<file path="src/rtl/clock_time_ctrl.sv">
// clock_time_ctrl: time-of-day controller for the 7-segment clock.
// Keeps HH:MM:SS in BCD, advances on the 1 Hz enable, and lets the user
// set hours and minutes through a RUN / SET_HR / SET_MIN mode FSM driven
// by two debounced push-buttons.
module clock_time_ctrl #(
    parameter int INIT_HR  = 12,
    parameter int INIT_MIN = 0,
    parameter int BLINK_EN = 1
) (
    input  logic       mclk,
    input  logic       reset,
    input  logic       tick_1s,
    input  logic       btn_mode,
    input  logic       btn_inc,
    output logic [1:0] hr_t,
    output logic [3:0] hr_u,
    output logic [2:0] min_t,
    output logic [3:0] min_u,
    output logic [2:0] sec_t,
    output logic [3:0] sec_u,
    output logic [1:0] mode,
    output logic       blank_hr,
    output logic       blank_min,
    output logic       colon,
    output logic       day_wrap
);

    localparam logic [1:0] RUN     = 2'b00;
    localparam logic [1:0] SET_HR  = 2'b01;
    localparam logic [1:0] SET_MIN = 2'b10;

    localparam logic [1:0] INIT_HR_T  = 2'(INIT_HR / 10);
    localparam logic [3:0] INIT_HR_U  = 4'(INIT_HR % 10);
    localparam logic [2:0] INIT_MIN_T = 3'(INIT_MIN / 10);
    localparam logic [3:0] INIT_MIN_U = 4'(INIT_MIN % 10);

    logic [1:0] state;
    logic       phase;
    logic [2:0] mode_sr;
    logic [2:0] inc_sr;
    logic       mode_edge;
    logic       inc_edge;

    logic       sec_wrap;
    logic       min_wrap;
    logic       hr_wrap;
    logic [2:0] sec_t_inc;
    logic [3:0] sec_u_inc;
    logic [2:0] min_t_inc;
    logic [3:0] min_u_inc;
    logic [1:0] hr_t_inc;
    logic [3:0] hr_u_inc;

    // Two-stage synchroniser plus a third stage for rising-edge detection.
    always_ff @(posedge mclk or negedge reset) begin
        if (!reset) begin
            mode_sr <= 3'b000;
            inc_sr  <= 3'b000;
        end else begin
            mode_sr <= {mode_sr[1:0], btn_mode};
            inc_sr  <= {inc_sr[1:0], btn_inc};
        end
    end

    assign mode_edge = mode_sr[1] & ~mode_sr[2];
    assign inc_edge  = inc_sr[1] & ~inc_sr[2];

    // Incremented value of each BCD field together with its wrap flag.
    always_comb begin
        sec_wrap  = (sec_t == 3'd5) && (sec_u == 4'd9);
        min_wrap  = (min_t == 3'd5) && (min_u == 4'd9);
        hr_wrap   = (hr_t == 2'd2) && (hr_u == 4'd3);
        sec_u_inc = (sec_u == 4'd9) ? 4'd0 : sec_u + 4'd1;
        sec_t_inc = sec_wrap ? 3'd0 : ((sec_u == 4'd9) ? sec_t + 3'd1 : sec_t);
        min_u_inc = (min_u == 4'd9) ? 4'd0 : min_u + 4'd1;
        min_t_inc = min_wrap ? 3'd0 : ((min_u == 4'd9) ? min_t + 3'd1 : min_t);
        hr_u_inc  = (hr_wrap || hr_u == 4'd9) ? 4'd0 : hr_u + 4'd1;
        hr_t_inc  = hr_wrap ? 2'd0 : ((hr_u == 4'd9) ? hr_t + 2'd1 : hr_t);
    end

    // Mode FSM, time counters, blink phase, colon and day-wrap pulse.
    always_ff @(posedge mclk or negedge reset) begin
        if (!reset) begin
            state    <= RUN;
            phase    <= 1'b0;
            colon    <= 1'b1;
            day_wrap <= 1'b0;
            hr_t     <= INIT_HR_T;
            hr_u     <= INIT_HR_U;
            min_t    <= INIT_MIN_T;
            min_u    <= INIT_MIN_U;
            sec_t    <= 3'd0;
            sec_u    <= 4'd0;
        end else begin
            day_wrap <= 1'b0;
            case (state)
                RUN: begin
                    if (tick_1s) begin
                        sec_t <= sec_t_inc;
                        sec_u <= sec_u_inc;
                        if (sec_wrap) begin
                            min_t <= min_t_inc;
                            min_u <= min_u_inc;
                            if (min_wrap) begin
                                hr_t <= hr_t_inc;
                                hr_u <= hr_u_inc;
                                day_wrap <= hr_wrap;
                            end
                        end
                    end
                    if (mode_edge) begin
                        state <= SET_HR;
                        phase <= 1'b0;
                        colon <= 1'b1;
                    end else if (tick_1s) begin
                        colon <= ~colon;
                    end
                end
                SET_HR: begin
                    colon <= 1'b1;
                    if (mode_edge) begin
                        state <= SET_MIN;
                        phase <= 1'b0;
                    end else begin
                        if (inc_edge) begin
                            hr_t <= hr_t_inc;
                            hr_u <= hr_u_inc;
                        end
                        if (tick_1s) begin
                            phase <= ~phase;
                        end
                    end
                end
                SET_MIN: begin
                    colon <= 1'b1;
                    if (mode_edge) begin
                        state <= RUN;
                        phase <= 1'b0;
                        sec_t <= 3'd0;
                        sec_u <= 4'd0;
                    end else begin
                        if (inc_edge) begin
                            min_t <= min_t_inc;
                            min_u <= min_u_inc;
                        end
                        if (tick_1s) begin
                            phase <= ~phase;
                        end
                    end
                end
                default: begin
                    state <= RUN;
                    phase <= 1'b0;
                    colon <= 1'b1;
                end
            endcase
        end
    end

    assign mode      = state;
    assign blank_hr  = (BLINK_EN != 0) && (state == SET_HR) && phase;
    assign blank_min = (BLINK_EN != 0) && (state == SET_MIN) && phase;

endmodule

</file>
<file path="config.mk">
export PLATFORM = sky130hd
export DESIGN_NAME = clock_time_ctrl
export DESIGN_NICKNAME = d
export VERILOG_FILES = /design/src/rtl/clock_time_ctrl.sv
export SDC_FILE = /design/constraint.sdc
export NUM_CORES = 1
export LEC_CHECK = 0
export CORE_MARGIN = 5
export CORE_UTILIZATION = 40
export CTS_CLUSTER_DIAMETER = 100
export CTS_CLUSTER_SIZE = 30
export DETAILED_ROUTE_END_ITERATION = 8
export DONT_BUFFER_PORTS = 1
export PLACE_DENSITY = 0.64
export SLEW_MARGIN = 10
export SYNTH_ARGS = -nofsm -noshare
export SYNTH_HDL_FRONTEND = slang
export SYNTH_SLANG_ARGS = --single-unit
</file>
<file path="constraint.sdc">
create_clock -name mclk -period 2.65 [get_ports mclk]
set_input_delay 0.53 -clock mclk [delete_from_list [all_inputs] [get_ports mclk]]
set_output_delay 0.53 -clock mclk [all_outputs]
set_load 0.01 [all_outputs]
</file>
# Word level (Yosys, flattened, before mapping)
# Index checks and enable logic that the tools add are counted.
# totals
register_bits	31
out_inout_bits	26
# classes
n_eq_ne	22
n_reduce_logical	16
n_bitwise	6
n_addsub	6
muxes	52
# ops
cell	count
$mux W4	14
$mux W3	10
$pmux W4 S2	3
$mux W2	10
$ne A2 B2 Y1 const B	10
$add A4 B1 Y4 const B	3
$eq A4 B4 Y1 const B	3
$pmux W3 S2	2
$mux W1	10
$add A3 B1 Y3 const B	2
$eq A3 B3 Y1 const B	2
$ne A3 B3 Y1 const B	2
$pmux W2 S3	1
$reduce_and A3 Y1	2
$reduce_and A6 Y1	1
$logic_and A1 B1 Y1	5
$reduce_and A5 Y1	1
$eq A2 B2 Y1 const B	2
$eq A4 B2 Y1 const B	1
$not A1 Y1	4
$pmux W2 S2	1
$reduce_and A4 Y1	1
$reduce_bool A2 Y1	2
$ne A3 B1 Y1 const B	1
other kinds (8)	9

# Depth between registers and ports, before layout
# Gate-level depths: netlist (run 1).
# depth
word_depth	8
mapped_depth	7
ltp_nobuf	6

# Worst setup path after synthesis (run 1)
# OpenSTA, ideal clock, no wires.
# synth_path
kind	register to register
from	reg sec_u[1]
to	reg hr_u[0]
setup_ps	125
arrival_time_ps	2031
n_path_buf	1
required_time_ps	2525
period_less_slack_ps	2156
slack_ps	494
stages_incl_launch_ff	8
path_cell_list	dfrtp_1 -> inv_1 -> ha_1 -> nand3b_1 -> o41a_1 -> or3_1 -> buf_6 -> mux2_4
# synth_between
elab_chain_cells	4
# synth_rtl
element	line	text
from (decl)	20	output logic [3:0] sec_u,
from (signal assigned)	100	sec_u <= sec_u_inc;
$eq A4 B4 Y1	70	sec_wrap = (sec_t == 3'd5) && (sec_u == 4'd9);
$logic_and A1 B1 Y1	70	
$ne A2 B2 Y1 (no line)	-	
$reduce_and A6 Y1 (no line)	-	
to (signal assigned)	106	hr_u <= hr_u_inc;
to (signal assigned)	127	hr_u <= hr_u_inc;
to (decl)	16	output logic [3:0] hr_u,
# No other way between the ends.
# A chain may end at the register's enable or synchronous reset.

# Final worst setup path (run 1)
# Same ends and word-level chain as after synthesis.

==> reports/qor.csv, run 1 <==
stage;metric;value;unit
placement;placed cell count;202;
placement;Placer Congestion;0.776;
die;Starting Density;0.417;
power_and_ir_drop;Leak;0.783;nW
global_routing;initial antenna violation count;0;
die;Die Wd;75.0;µm
setup_path;Crit path required time;2.81;ns
synthesis;Post-synth EDFFs;0;
drt;Starting DRT DRC Count;54;
global_routing;overall routing resource usage;0.139;
drt;via count;1204;
setup_path;WP buf/inv;1;
final_layout;Core Util, Final;0.451;
run_status;status;finished, final reports clean;
setup_path;Worst setup SP type;flip-flop;
setup_path;critical path's slowest cell;or3_1;
synthesis;Synth Cell Area;1690;µm²
clock_network;setup bufs post-CTS;0;
final_layout;Multi-input gate area;856;µm²
setup_path;CP max stage delay;0.53;ns
global_routing;grt total ovfl;0;
setup_path;Crit Path Class;reg2reg;
clock_network;Root Driver;clkbuf_8;
synthesis;Post-synth ARST share;1.00;
global_routing;first-pass GRT wire length;5840;µm
power_and_ir_drop;Final Power;2.31;mW
sta;Worst Tran Pin Value;0.458;ns
setup_path;Crit. End Element;flip-flop;
final_layout;layout cell share with drive strength beyond 1;0.113;
hold_path;Hold Path Class;in2async;
drt;TritonRoute pass-1 iters;4;
placement;Final HPWL DP;2590;µm
power_and_ir_drop;part of the power in registers;0.436;
clock_network;cts hold-fix bufs;1;
die;Top-Level Pins;31;
final_layout;Fill cells;384;
placement;Port Buffers;0;
setup_path;arrival time worst endpoint;2.43;ns
synthesis;Mapped Cells;155;
synthesis;Synth area leaders;dfrtp_1 (41%), ha_1 (8.1%), dfstp_2 (4.7%), nor2_1 (3.8%), o41ai_1 (2.6%);
drt;routed len/inst;17.1;µm
die;total die area;5630;µm²
setup_path;Critical Path Fanout Max;5;
clock_network;post-CTS sizing;0;
power_and_ir_drop;peak supply drop;0.000769;V
sta;Worst Skew;0.00585;ns
die;Rows;23;
sta;Final period util;0.856;
drt;WL final;3580;µm
synthesis;yosys warns;0;
power_and_ir_drop;Power Internal;1.30;mW
power_and_ir_drop;combinational power share;0.421;
final_layout;Net count, final;176;
final_layout;most frequent cells in the layout;dfrtp_1 (28), nor2_1 (17), ha_1 (11);
synthesis;predominant post-synthesis flop cell;dfrtp_1;
setup_path;launching point of the worst reg2reg path;sec_u[1];
clock_network;Skew-Pair Late Insertion Delay;0.28;ns
final_layout;Antenna diodes;0;
power_and_ir_drop;sw frac;0.440;
synthesis;Yosys top cell by area;dfrtp_1;
setup_path;CP top delay family;simple AND/OR/NAND/NOR gates;
power_and_ir_drop;clock network power share;0.143;
job;Max-Cap Viols;0;
setup_path;crit path from;sec_u[1];
global_routing;pin count of the biggest net entering global routing;29;
sta;minimum clock period;2.27;ns
drt;vias per std cell;5.76;
synthesis;Yosys cell types;46;
drt;top sig layer;met4;
final_layout;commonest non-fill, non-tap cell in the layout;dfrtp_1;
sta;Slew Limit Fails;0;
drt;DRC;0;
clock_network;CTS Buf Count;5;
drt;DR WL met3;284;µm
final_layout;register area;779;µm²
final_layout;non-filler cells in the finished layout;209;
sta;Max Freq;0.441;GHz
synthesis;Syn Area/Cell;10.9;µm²
die;Die Ht;75.0;µm
power_and_ir_drop;Net Switching;1.02;mW
sta;setup violators final;0;
synthesis;Syn Nets;171;
global_routing;vias in the first global route;1193;
final_layout;Syn-to-layout area delta;8.28;%
drt;antenna-violating nets left;0;
clock_network;clk sink count;31;
power_and_ir_drop;power per cell area;1260;nW/µm²
synthesis;register area share after synthesis;0.461;
clock_network;CTS tree;built;
synthesis;Synth top area share;0.414;
clock_network;H-tree Lvls;2;
sta;setup TNS;0;ns
sta;Final Hold Viols;0;
drt;WL met1;1600;µm
sta;RSZ-0062 raised after global routing;false;
setup_path;crit path cell chain;inv_1, ha_1, nand3b_1, o41a_1, or3_1, mux2_4;
clock_network;CTS max path bufs;2;
synthesis;register bit total from synthesis;31;
drt;Met2 Wirelength;1630;µm
clock_network;clock-pin slew on the worst setup and hold paths;0.06;ns
sta;max_slew headroom;0.695;
die;core area;4060;µm²
==> area by class of cell <==
class / instances / share of cell area
Sequential cell: 31 / 0.426
Clock buffer: 6 / 0.0396
Timing Repair Buffer: 2 / 0.0150
Inverter: 9 / 0.0184
Multi-Input combinational cell: 111 / 0.467
Tap cell: 50 / 0.0342
==> power by group through the flow <==
| stage | sequential [mW] | combinational [mW] | clock, mW |
|---|---|---|---|
| after global placement | 1.00 | 0.894 | 0 |
| final | 1.01 | 0.974 | 0.331 |
| after CTS | 1.01 | 0.974 | 0.343 |
| after detailed placement | 1.03 | 0.952 | 0 |
| after floorplan | 0.930 | 0.824 | 0 |
| after global routing | 1.05 | 1.10 | 0.361 |
==> cell families after synthesis <==
family / Yosys count / share of synthesized area
AO/OA/AOI/OAI: 32 / 0.145
XOR/XNOR: 3 / 0.0155
adder cells (fa/ha/maj): 11 / 0.0814
buffers and inverters: 13 / 0.0333
flip-flops: 31 / 0.461
multiplexers: 9 / 0.0621
AND/OR/NAND/NOR: 56 / 0.202
==> synth_stat cells, types with 3 or more instances <==
cell type and number:
o21ai_0 4, mux2_2 3, a21oi_1 5, nand3_1 3
nand2b_1 4, o21a_1 3, nor2_1 17, inv_1 9
ha_1 11, dfrtp_1 28, o41ai_1 5, nor3b_1 4
mux2i_1 3, clkbuf_1 3, nand2_1 6, nor2b_1 3
dfstp_2 3
==> metal layers <==
layer	global-route usage	vias up
met3	0.0601	8
met1	0.182	590
li1	-	569
met4	0.0514	0
met5	0	-
met2	0.203	37
==> worst paths after layout <==
| check | endpoint | slack, ns | cells past startpoint |
|---|---|---|---|
| worst min-delay path | min_t[2] | 0.06 | 1 |
| worst min register to register | inc_sr[1] | 0.35 | 0 |
| worst max-delay path | hr_u[0] | 0.38 | 6 |
| min in group mclk | inc_sr[0] | 0.28 | 0 |
| max in group asynchronous | mode_sr[2] | 2.42 | 1 |
| worst max register to register | hr_u[0] | 0.38 | 6 |
==> sequential cells by signal (all words and copies together) (netlist names) <==
name	flops
inc_sr	3
day_wrap	1
min_u	4
mode	2
phase	1
min_t	3
hr_t	2
hr_u	4
mode_sr	3
sec_t	3
sec_u	4
colon	1
==> through the flow <==
step           setup slack [ns]  cell area, µm²  hold WS (ns)
2_1_floorplan             0.494            1690         0.234
5_1_grt                   0.161            1830        0.0675
3_3_place_gp              0.419            1740         0.235
3_5_place_dp              0.383            1740         0.236
4_1_cts                   0.371            1830        0.0647
6_report                  0.382            1830        0.0622
Power figures use the tool's default switching activity.
==> run 2: changes to the inputs <==
- SLEW_MARGIN: 10 -> unset
==> results of run 2 <==
Same layout as run 1: the final DEF is identical, and so are final timing and power.
